**src/rtl/aes_mcol_iter.sv**
```systemverilog
// Iterative MixColumns / InvMixColumns stage.
// A full State is captured on the input handshake. COLS_PER_CYC columns are
// then transformed in place per clock by shared GF(2^8) column logic. The
// finished State is held on the output port until downstream accepts it.
// Byte 4*j+i of the State is row i, column j.
module aes_mcol_iter #(
  parameter  int COLS_PER_CYC = 1,
  localparam int NB           = 4
) (
  input  logic       clock,
  input  logic       reset,
  input  logic       in_valid,
  output logic       in_ready,
  input  logic       in_inv,
  input  logic [7:0] State_in  [0:4*NB-1],
  output logic       out_valid,
  input  logic       out_ready,
  output logic [7:0] State_out [0:4*NB-1],
  output logic       busy
);

  localparam int PW = (NB > 1) ? $clog2(NB) : 1;
  localparam logic [PW-1:0] LAST_COL = PW'(NB - COLS_PER_CYC);
  localparam logic [PW-1:0] STEP     = PW'(COLS_PER_CYC);

  typedef enum logic [1:0] {
    IDLE = 2'd0,
    CALC = 2'd1,
    DONE = 2'd2
  } state_e;

  state_e          state_reg;
  state_e          state_next;
  logic [PW-1:0]   cnt_reg;
  logic            inv_reg;
  logic            load;
  logic [7:0]      work_reg  [0:4*NB-1];
  logic [7:0]      work_next [0:4*NB-1];
  logic [PW-1:0]   mix_col   [COLS_PER_CYC];
  logic [3:0][7:0] mix_res   [COLS_PER_CYC];

  // Multiply by x modulo x^8+x^4+x^3+x+1.
  function automatic logic [7:0] xt(input logic [7:0] b);
    return {b[6:0], 1'b0} ^ (b[7] ? 8'h1b : 8'h00);
  endfunction

  // Multiply by a 4-bit constant k, built from a chain of xt steps.
  function automatic logic [7:0] gf_mul(input logic [7:0] b, input logic [3:0] k);
    logic [7:0] x2, x4, x8;
    x2 = xt(b);
    x4 = xt(x2);
    x8 = xt(x4);
    return ({8{k[0]}} & b) ^ ({8{k[1]}} & x2) ^ ({8{k[2]}} & x4) ^ ({8{k[3]}} & x8);
  endfunction

  // One column through either the forward or the inverse matrix.
  function automatic logic [3:0][7:0] mix_column(input logic [3:0][7:0] a, input logic inv);
    logic [3:0][7:0] r;
    logic [7:0]      a0, a1, a2, a3;
    for (int i = 0; i < 4; i++) begin
      a0 = a[2'(i)];
      a1 = a[2'(i + 1)];
      a2 = a[2'(i + 2)];
      a3 = a[2'(i + 3)];
      if (inv)
        r[2'(i)] = gf_mul(a0, 4'he) ^ gf_mul(a1, 4'hb) ^ gf_mul(a2, 4'hd) ^ gf_mul(a3, 4'h9);
      else
        r[2'(i)] = gf_mul(a0, 4'h2) ^ gf_mul(a1, 4'h3) ^ a2 ^ a3;
    end
    return r;
  endfunction

  assign load = in_valid & in_ready;

  // Column lanes: lane gi works on column cnt_reg+gi of the work register.
  for (genvar gi = 0; gi < COLS_PER_CYC; gi++) begin : g_lane
    logic [3:0][7:0] col_in;
    assign mix_col[gi] = cnt_reg + PW'(gi);
    for (genvar gj = 0; gj < 4; gj++) begin : g_row
      assign col_in[gj] = work_reg[{mix_col[gi], 2'(gj)}];
    end
    assign mix_res[gi] = mix_column(col_in, inv_reg);
  end

  // Per-byte next value. Groups are aligned to multiples of COLS_PER_CYC,
  // so each byte has a fixed lane and a fixed counter value at which it updates.
  for (genvar bi = 0; bi < 4 * NB; bi++) begin : g_byte
    localparam int CB   = bi / 4;
    localparam int RB   = bi % 4;
    localparam int GB   = CB % COLS_PER_CYC;
    localparam int BASE = CB - GB;
    assign work_next[bi] = load ? State_in[bi] :
                           ((state_reg == CALC) && (cnt_reg == PW'(BASE))) ? mix_res[GB][RB] :
                           work_reg[bi];
  end

  // State register.
  always_ff @(posedge clock) begin
    if (!reset) state_reg <= IDLE;
    else        state_reg <= state_next;
  end

  // Next-state logic.
  always_comb begin
    state_next = state_reg;
    case (state_reg)
      IDLE:    if (load) state_next = CALC;
      CALC:    if (cnt_reg == LAST_COL) state_next = DONE;
      DONE:    if (out_ready) state_next = IDLE;
      default: state_next = IDLE;
    endcase
  end

  // Handshake and status outputs decoded from the state.
  always_comb begin
    in_ready  = 1'b0;
    out_valid = 1'b0;
    busy      = 1'b0;
    case (state_reg)
      IDLE:    in_ready  = reset;
      CALC:    busy      = 1'b1;
      DONE: begin
        out_valid = 1'b1;
        busy      = 1'b1;
      end
      default: ;
    endcase
  end

  // Datapath: work register, column counter and direction flag.
  always_ff @(posedge clock) begin
    if (!reset) begin
      work_reg <= '{default: 8'h00};
      cnt_reg  <= '0;
      inv_reg  <= 1'b0;
    end else begin
      work_reg <= work_next;
      if (load) begin
        inv_reg <= in_inv;
        cnt_reg <= '0;
      end else if (state_reg == CALC) begin
        cnt_reg <= cnt_reg + STEP;
      end
    end
  end

  assign State_out = work_reg;

endmodule

```
**config.mk**
```make
export PLATFORM = sky130hd
export DESIGN_NAME = aes_mcol_iter
export DESIGN_NICKNAME = d
export VERILOG_FILES = /design/src/rtl/aes_mcol_iter.sv
export SDC_FILE = /design/constraint.sdc
export NUM_CORES = 1
export LEC_CHECK = 0
export BUFFER_PORTS_ARGS = -buffer_cell sky130_fd_sc_hd__clkbuf_2
export CORE_ASPECT_RATIO = 0.5
export CORE_MARGIN = 5
export CORE_UTILIZATION = 48
export DETAILED_ROUTE_END_ITERATION = 6
export PLACE_DENSITY = 0.84
export SLEW_MARGIN = 25
export SYNTH_ARGS = -nofsm -noshare
export SYNTH_HDL_FRONTEND = slang
export SYNTH_SLANG_ARGS = --single-unit
```
**constraint.sdc**
```tcl
create_clock -name clock -period 2.7 [get_ports clock]
set_clock_uncertainty 0.2 [all_clocks]
set_input_delay 0.54 -clock clock [delete_from_list [all_inputs] [get_ports clock]]
set_output_delay 0.54 -clock clock [all_outputs]
set_load 0.01 [all_outputs]
```
==> results of run 1 <==
## report_power, final
| part | internal (mW) | switching, mW | total [mW] |
|---|---|---|---|
| clock | 1.47 | 0.827 | 2.30 |
| sequential | 2.28 | 0.168 | 2.45 |
| combinational | 0.552 | 0.903 | 1.46 |
| total | 4.31 | 1.90 | 6.20 |
## area by class of cell
class / count / area (um^2) / share of cell area (%)
Tap cell: 140 / 175 / 2.54
Inverter: 7 / 26.3 / 0.380
Multi-Input combinational cell: 410 / 2060 / 29.8
Clock buffer: 18 / 439 / 6.36
Timing Repair Buffer: 269 / 1410 / 20.4
Sequential cell: 132 / 2640 / 38.3
Clock inverter: 13 / 159 / 2.30
## through the flow
step	setup WS [ns]	util, %	instance area (um^2)	std cells
after floorplan	0.656	-	5120	606
after global placement	0.654	61.2	6310	958
after detailed placement	0.542	61.2	6310	958
after CTS	0.299	67.0	6910	989
after global routing	0.251	67.0	6910	989
final	0.316	67.0	6910	989
## logic make-up (layout without fill, tap and decap cells)
| kind of cell | after synthesis | in the layout | synth area share [%] |
|---|---|---|---|
| adder cells (fa/ha/maj) | 8 | 8 | 1.95 |
| AO/OA/AOI/OAI | 133 | 133 | 14.9 |
| multiplexers | 3 | 3 | 0.586 |
| XOR/XNOR | 1 | 1 | 0.171 |
| flip-flops | 132 | 132 | 51.6 |
| AND/OR/NAND/NOR | 265 | 265 | 22.6 |
| buffers and inverters | 64 | 307 | 8.26 |
## tightest hold or removal path, stage by stage
cell,delay (ns)
clkbuf_2,0.08
nand2_1,0.04
o21ai_1,0.05
## final timing paths
path | to | slack, ns
worst max-delay path | in_ready | 0.32
worst min register to register | State_out[2] | 0.25
worst min-delay path | State_out[13] | 0.15
worst max register to register | State_out[37] | 0.55
## cells in the mapped netlist (all sizes together) (2+ instances only)
cell	count	area, um^2
nand2	134	503
clkbuf	17	78.8
mux2i	3	30.0
a32oi	4	110
nand3	128	641
buf	40	318
inv	7	26.3
o21ai	128	641
ha	8	100
dfxtp	132	2640
nor2	2	7.51
## layer usage
layer | vias up | part of all wire, % | wire length, um
li1 | 2517 | - | -
met5 | - | 0 | 0
met2 | 119 | 53 | 6890
met4 | 0 | 1.8 | 241
met3 | 21 | 6.3 | 826
met1 | 2133 | 39 | 5120
==> out/qor.yml, run 1 <==
cts_sinks: 132
hp-class: "in2reg"
synth-seq-area-share_pct: 51.6
cts_tree: "done"
ys.flop_type: "dfxtp_1"
drive_above_1_share_pct: 35.8
syn_to_final_growth_pct: 34.8
antenna_left: 0
grt_use_met3_pct: 5.56
postCtsSetupBuffers: 0
synthCells: 606
ys_warn_count: 0
gp_congestion: 0.770
drc: 0
syn_nets: 747
status: "finished, final reports clean"
leakagePower_nw: 3.23
drtIter0Drc: 231
fp.dieW_um: 156
period_share_pct: 88.3
max_stage_delay_ns: 0.49
cts_root_buf: "clkbuf_16"
largest_register_ffs: 128
rsz0062_at_grt: "no"
power_density_nw_per_um2: 898
start_util_pct: 49.7
fin_setup_tns_ns: 0
relSlewSlack_pct: 57.1
synth_edf_count: 0
synthArstFlopShare_pct: 0
post_drt_via_cell_ratio: 4.84
io_pins: 264
clk_latency_ns: 0.39
maxSlewViolCount: 0
first_pass_iters: 4
wl_per_cell_um: 13.2
holdPathStages: 3
layout_commonest_cell: "clkbuf_2"
layout_common_cells: "clkbuf_2 (261), nand2_1 (134), dfxtp_1 (132)"
antenna_found_initial: 0
grt_pass1_wl_um: 20900
htreeDepth: 4
hold_ws_ns: 0.154
grt_pass1_vias: 4418
endpoint_kind: "output pin"
crit_slowest_cell: "ha_1"
ir_worst_vdd_mv: 0.533
period_needed_ns: 2.38
tightestPinTransition_ns: 0.643
critPathKind: "reg2out"
r2r_cells: 5
routed_wl_um: 13100
grt_max_degree: 165
r2r-start: "state_reg[0]"
coreArea_um2: 10300
hold_buffers: 0
hp-start: "State_in[13]"
syn_area_um2: 5120
dp_hpwl_um: 9410
die-area_um2: 13000
crit_family: "adder cells"
clockBufferDepth: 2
met2_usage_pct: 36.0
clk_pin_slew_ns: 0.06
hold_viol: 0
grt_use_met1_pct: 20.8
syn_area_per_cell_um2: 8.45
worstPathMaxFanout: 7
grt.total_usage_pct: 19.5
startpoint: "state_reg[0]"
fmax_ghz: 0.419
dr_total_vias: 4790
cp_num_cells: 4
cap_violations: 0
startpoint_type: "flop"
nFillCells: 852
cts_made_buffers: 17
total_power_mw: 6.20
synth_seq_cells: 132
post_cts_resized: 0
grt_overflow: 0
required_ns: 1.96
top_usage_layer: "met2"
num-nets-final: 978
fp.dieH_um: 83.0
setup_viol: 0
antenna_cells: 0
critical_path_arrival_ns: 1.64
ys_types: 18
portBuffers: 262
path_buf_inv: 2
num_rows: 26
crit_chain: "inv_1 -> ha_1 -> and2_1 -> clkbuf_2"
(Power assumes the default switching activity.)
==> inputs of run 2 (changes only) <==
--- a/config.mk
+++ b/config.mk
@@ -8,9 +8,9 @@
 export BUFFER_PORTS_ARGS = -buffer_cell sky130_fd_sc_hd__clkbuf_2
 export CORE_ASPECT_RATIO = 0.5
 export CORE_MARGIN = 5
-export CORE_UTILIZATION = 48
+export CORE_UTILIZATION = 45
 export DETAILED_ROUTE_END_ITERATION = 6
-export PLACE_DENSITY = 0.84
+export PLACE_DENSITY = 0.8
 export SLEW_MARGIN = 25
 export SYNTH_ARGS = -nofsm -noshare
 export SYNTH_HDL_FRONTEND = slang
==> constraint.sdc (replaced) <==
create_clock -name clock -period 2.25 [get_ports clock]
set_clock_uncertainty 0.2 [all_clocks]
set_input_delay 0.45 -clock clock [delete_from_list [all_inputs] [get_ports clock]]
set_output_delay 0.45 -clock clock [all_outputs]
set_load 0.01 [all_outputs]
==> out/qor.yml, run 2 (synthesis gave the netlist of run 1 again) <==
drtIter0Drc: 259  # +12%
pwr-share-seq_pct: 38.3  # -1.2 points
drive_above_1_share_pct: 36.2  # +0.34 points
hold_buffers: 0  # unchanged
netSwitchingPower_mw: 2.33  # +23%
portBuffers: 262  # unchanged
fmax_ghz: 0.464
startpoint_type: "flop"
num_rows: 27  # +3.8%
clk_pin_slew_ns: 0.06  # about the same
die-area_um2: 13700  # +6.0%
dr_total_vias: 4767  # -0.48%
io_pins: 264  # unchanged
endpoint_kind: "output pin"
ir_worst_vdd_mv: 0.643  # +21%
dp_hpwl_um: 9540  # +1.4%
path_buf_inv: 2  # unchanged
combPwrFrac_pct: 23.4  # about the same
relSlewSlack_pct: 61.9  # +4.8 points
cts_sinks: 132  # unchanged
total_power_mw: 7.67  # +24%
cts_made_buffers: 17  # unchanged
max_stage_delay_ns: 0.36  # -0.13 ns
grt_pass1_vias: 4334  # -1.9%
drc: 0  # unchanged
syn_to_final_growth_pct: 37.1
final_cells: 997  # +0.81%
fp.dieW_um: 161  # +3.1%
setup_viol: 0  # unchanged
antenna_cells: 0  # unchanged
antenna_found_initial: 0  # unchanged
grt_pass1_wl_um: 20600  # -1.7%
tightestPinTransition_ns: 0.572  # -0.0714 ns
wl_per_cell_um: 13.1  # -0.64%
worstPathMaxFanout: 7  # unchanged
status: "finished, final reports clean"
critical_path_arrival_ns: 1.50  # -0.14 ns
crit_slowest_cell: "ha_2"
fin_setup_tns_ns: 0  # unchanged
maxSlewViolCount: 0  # unchanged
first_pass_iters: 4  # unchanged
coreArea_um2: 11000  # +7.1%
crit_chain: "inv_1 -> ha_2 -> and2_1 -> clkbuf_2"
cap_violations: 0  # unchanged
num-nets-final: 980  # +0.20%
grt_overflow: 0  # unchanged
crit_family: "adder cells"
grt_max_degree: 103  # -38%
internal-power_mw: 5.34  # +24%
nFillCells: 964  # +13%
hold_viol: 0  # unchanged
hp-class: "in2reg"
clockBufferDepth: 2  # unchanged
power_density_nw_per_um2: 1090  # +22%
p_sw_share_pct: 30.4  # -0.24 points
postCtsSetupBuffers: 0  # unchanged
routed_wl_um: 13100  # +0.17%
layout_common_cells: "clkbuf_2 (261), nand2_1 (134), dfxtp_1 (132)"
cts_root_buf: "clkbuf_16"
period_needed_ns: 2.15
required_ns: 1.60  # -0.36 ns
gp_congestion: 0.801  # +4.1%
period_share_pct: 95.8
rsz0062_at_grt: "no"
htreeDepth: 4  # unchanged
hold_ws_ns: 0.0677  # -0.0863 ns
start_util_pct: 46.4  # -3.3 points
critPathKind: "reg2out"
layout_commonest_cell: "clkbuf_2"
antenna_left: 0  # unchanged
dp_cells: 965  # +0.73%
largest_register_ffs: 128  # unchanged
post_drt_via_cell_ratio: 4.78  # -1.3%
fp.dieH_um: 85.4  # +2.9%
cts_tree: "done"
clk_latency_ns: 0.39  # about the same
grt.total_usage_pct: 18.2  # -1.3 points
clkPwrFrac_pct: 38.3  # +1.3 points
leakagePower_nw: 3.27  # +1.3%
[run 2: stage by stage]
stage | instance area, um^2 | utilization [%] | worst slack, ns
after global placement | 6380 | 57.8 | 0.415
after detailed placement | 6380 | 57.8 | 0.346
after floorplan | 5120 | - | 0.386
after global routing | 7020 | 63.6 | 0.0149
final | 7020 | 63.6 | 0.0951
after CTS | 7020 | 63.6 | 0.0701
[run 2: power by group through the flow]
| stage | sequential (mW) | combinational (mW) | clock (mW) |
|---|---|---|---|
| 6_report | 2.94 | 1.79 | 2.94 |
| 5_1_grt | 2.99 | 1.97 | 3.15 |
| 4_1_cts | 2.94 | 1.82 | 3.00 |
| 3_5_place_dp | 2.99 | 1.80 | 0 |
| 3_3_place_gp | 2.96 | 1.76 | 0 |
| 2_1_floorplan | 3.16 | 1.00 | 0 |
[run 2: area by class of cell]
class,count,area [um^2],share of cell area [%]
timing repair buffer,271,1470,21.0
sequential,132,2640,37.6
clock inverter,14,199,2.83
clock buffer,18,439,6.26
tap,145,181,2.58
multi-input combinational,410,2060,29.3
inverter,7,26.3,0.374
[run 2: timing repair]
| item | in CTS | in global routing |
|---|---|---|
| gates resized for setup | 1 | 0 |
| endpoints found under the hold margin | 0 | 0 |
| endpoints found under the setup margin | 1 | 0 |
[run 2: worst paths after layout]
path | start | to | slack (ns) | cells past startpoint
setup / recovery | state_reg[0] | in_ready | 0.1 | 4
hold / removal | State_in[81] | State_out[81] | 0.07 | 3
setup reg to reg | state_reg[1] | State_out[108] | 0.34 | 6
hold reg to reg | State_out[13] | State_out[13] | 0.25 | 2
[run 2: worst min-delay path: stages]
cell,delay [ns]
clkbuf_2,0.08
nand2_1,0.04
o21ai_1,0.05
[run 2: metal layers]
layer / global-route usage, % / vias to the layer above / part of all wire, %
met5: 0 / - / 0
met4: 8.20 / 0 / 1.9
met3: 5.48 / 22 / 6.2
met2: 33.4 / 126 / 53
met1: 19.6 / 2086 / 39
li1: - / 2533 / -
==> inputs of run 3 (changes only) <==
--- a/config.mk
+++ b/config.mk
@@ -5,12 +5,13 @@
 export SDC_FILE = /design/constraint.sdc
 export NUM_CORES = 1
 export LEC_CHECK = 0
+export ABC_AREA = 1
 export BUFFER_PORTS_ARGS = -buffer_cell sky130_fd_sc_hd__clkbuf_2
 export CORE_ASPECT_RATIO = 0.5
-export CORE_MARGIN = 5
-export CORE_UTILIZATION = 45
+export CORE_UTILIZATION = 44
 export DETAILED_ROUTE_END_ITERATION = 6
-export PLACE_DENSITY = 0.8
+export MAX_ROUTING_LAYER = met4
+export PLACE_DENSITY = 0.79
 export SLEW_MARGIN = 25
 export SYNTH_ARGS = -nofsm -noshare
 export SYNTH_HDL_FRONTEND = slang
==> out/qor.yml, run 3 <==
crit_family: "flip-flops"
start_util_pct: 46.6  # +0.20 points
cts_made_buffers: 17  # unchanged
grt_overflow: 0  # unchanged
hold_ws_ns: 0.0751  # +0.00741 ns
cp_num_cells: 5  # +1
ys_warn_count: 0  # unchanged
ys_types: 19  # +1
clockBufferDepth: 2  # unchanged
synthArstFlopShare_pct: 0  # unchanged
yosysTopAreaCell: "dfxtp_1"
rsz0062_at_grt: "no"
startpoint: "state_reg[0]"
portBuffers: 262  # unchanged
endpoint_kind: "output pin"
grt_pass1_wl_um: 21100  # +2.7%
syn_area_um2: 4880  # -4.8%
placed_cell_area_um2: 6110  # -4.2%
cts_sinks: 132  # unchanged
synth-seq-area-share_pct: 54.2  # +2.6 points
max_stage_delay_ns: 0.35  # about the same
relSlewSlack_pct: 61.5  # -0.34 points
antenna_cells: 0  # unchanged
cts_tree: "done"
grt_max_degree: 55  # -47%
synthCells: 610  # +0.66%
cts_root_buf: "clkbuf_16"
wl_per_cell_um: 12.8  # -2.8%
critical_path_arrival_ns: 1.34  # -0.16 ns
fp.dieW_um: 151  # -6.2%
fmax_ghz: 0.502  # +8.2%
crit_chain: "inv_1 -> ha_1 -> nand2_1 -> inv_1 -> clkbuf_2"
leakagePower_nw: 3.51  # +7.6%
gp_congestion: 0.821  # +2.5%
cap_violations: 0  # unchanged
num_rows: 26  # -3.7%
postCtsSetupBuffers: 0  # unchanged
r2r_slack_ns: 0.30  # -0.04 ns
r2r_end: "State_out[61]"
netlist.area_leader.share_pct: 54.2  # +2.6 points
drive_above_1_share_pct: 35.2  # -0.90 points
post_drt_via_cell_ratio: 4.70  # -1.6%
syn_nets: 751  # +0.54%
postLayoutCellArea_um2: 6670  # -5.0%
synth_seq_cells: 132  # unchanged
required_ns: 1.60  # about the same
path_buf_inv: 3  # +1
grt_pass1_vias: 4510  # +4.1%
syn_area_per_cell_um2: 8.00  # -5.4%
dr_total_vias: 4755  # -0.25%
path_common_cell: "inv_1"
synth.top_cells.by_area: "dfxtp_1 (54%), nor2_1 (20%), o21ai_0 (11%), buf_6 (3.0%), ha_1 (2.1%)"
status: "finished, final reports clean"
crit_slowest_cell: "dfxtp_1"
antenna_left: 0  # unchanged
drtIter0Drc: 221  # -15%
coreArea_um2: 10500  # -5.2%
htreeDepth: 4  # unchanged
post_cts_resized: 0  # -1
fin_setup_tns_ns: 0  # unchanged
routed_wl_um: 12900  # -1.4%
maxSlewViolCount: 0  # unchanged
hold_viol: 0  # unchanged
syn_to_final_growth_pct: 36.7
layout_common_cells: "nor2_1 (261), clkbuf_2 (261), dfxtp_1 (132)"
worstPathMaxFanout: 4  # -3
ys.flop_type: "dfxtp_1"
tightestPinTransition_ns: 0.576  # +0.00422 ns
fp.dieH_um: 76.5  # -11%
hp-class: "in2reg"
r2r-start: "state_reg[0]"
first_pass_iters: 4  # unchanged
dp_hpwl_um: 9060  # -5.0%
power_density_nw_per_um2: 1210  # +11%
grt.total_usage_pct: 23.4  # +5.1 points
synth_most_common_cell: "nor2_1"
clk_latency_ns: 0.38  # about the same
ys_top_cells_by_count: "nor2_1 (261), dfxtp_1 (132), o21ai_0 (112)"
drc: 0  # unchanged
io_pins: 264  # unchanged
crit_end: "in_ready"
hold_buffers: 0  # unchanged
largest_register_ffs: 128  # unchanged
r2r_cells: 7  # +1
ir_worst_vdd_mv: 0.618  # -3.9%
startpoint_type: "flop"
die-area_um2: 11500  # -16%
setup_viol: 0  # unchanged
critPathKind: "reg2out"
period_needed_ns: 1.99  # -0.163 ns
period_share_pct: 88.5  # -7.2 points
num-nets-final: 999  # +1.9%
synth_edf_count: 0  # unchanged
clk_pin_slew_ns: 0.06  # about the same
antenna_found_initial: 0  # unchanged
## run 3: cell count changes in the layout (fill, tap and decap cells not counted), moves of 4 or more
cell,change
nor2_1,+259
nand3_1,-125
nand2_1,-119
o21ai_0,+16
o21ai_1,-15
buf_12,-7
buf_4,+6
a32oi_4,-4
clkinv_2,+4
inv_1,+4
inv_2,+4
inv_6,-4
nand2_4,+4
## run 3: worst min path at each step
stage / startpoint / depth (start not counted) / slack, ns / to
finish: State_in[63] / 3 / 0.08 / State_out[63]
global route: State_in[100] / 3 / 0.07 / State_out[100]
global placement: State_out[117] / 2 / 0.28 / State_out[117]
CTS: State_in[57] / 3 / 0.06 / State_out[57]
detailed placement: State_out[107] / 2 / 0.28 / State_out[107]
floorplan: cnt_reg[0] / 2 / 0.27 / cnt_reg[0]
## run 3: cell families (layout without fill, tap and decap cells)
kind of cell | Yosys count | after routing | synth area share [%]
AOI/OAI and AO/OA | 131 | 131 | 13.5
adders and majority gates | 8 | 8 | 2.05
buffers and inverters | 55 | 316 | 7.46
DFF | 132 | 132 | 54.2
and+or+nand+nor | 284 | 284 | 22.8
## run 3: cell type report
| cell class | count | area, um^2 |
|---|---|---|
| clock buffers | 23 | 478 |
| clock inverters | 9 | 78.8 |
| fillers | 893 | 3810 |
| inverters | 15 | 56.3 |
| multi-input cells | 423 | 1870 |
| flip-flops and latches | 132 | 2640 |
| well taps | 140 | 175 |
| repair buffers | 269 | 1370 |
## run 3: stage by stage
step / worst slack [ns] / utilization (%) / total power, mW / instances
floorplan: 0.610 / - / 4.70 / 610
global placement: 0.382 / 58.3 / 5.44 / 979
detailed placement: 0.312 / 58.3 / 5.52 / 979
CTS: 0.235 / 63.7 / 8.12 / 1011
global route: 0.153 / 63.7 / 8.58 / 1011
finish: 0.258 / 63.7 / 8.06 / 1011
## run 3: tightest hold or removal path: stages
cell	delay (ns)
clkbuf_2	0.07
nor2_1	0.03
nor2_1	0.08
## run 3: power breakdown
part / internal, mW / total [mW] / switching (mW)
combinational: 0.834 / 2.26 / 1.43
sequential: 2.94 / 3.22 / 0.286
clock: 1.60 / 2.57 / 0.973
## run 3: metal layers
layer  global-route usage (%)  part of all wire [%]  vias up
met3                     5.27                   5.5       38
met1                     27.1                    44     2124
met2                     38.5                    48      155
met4                     10.4                   2.6        0
met5                        -                     0        -
li1                         -                     -     2438
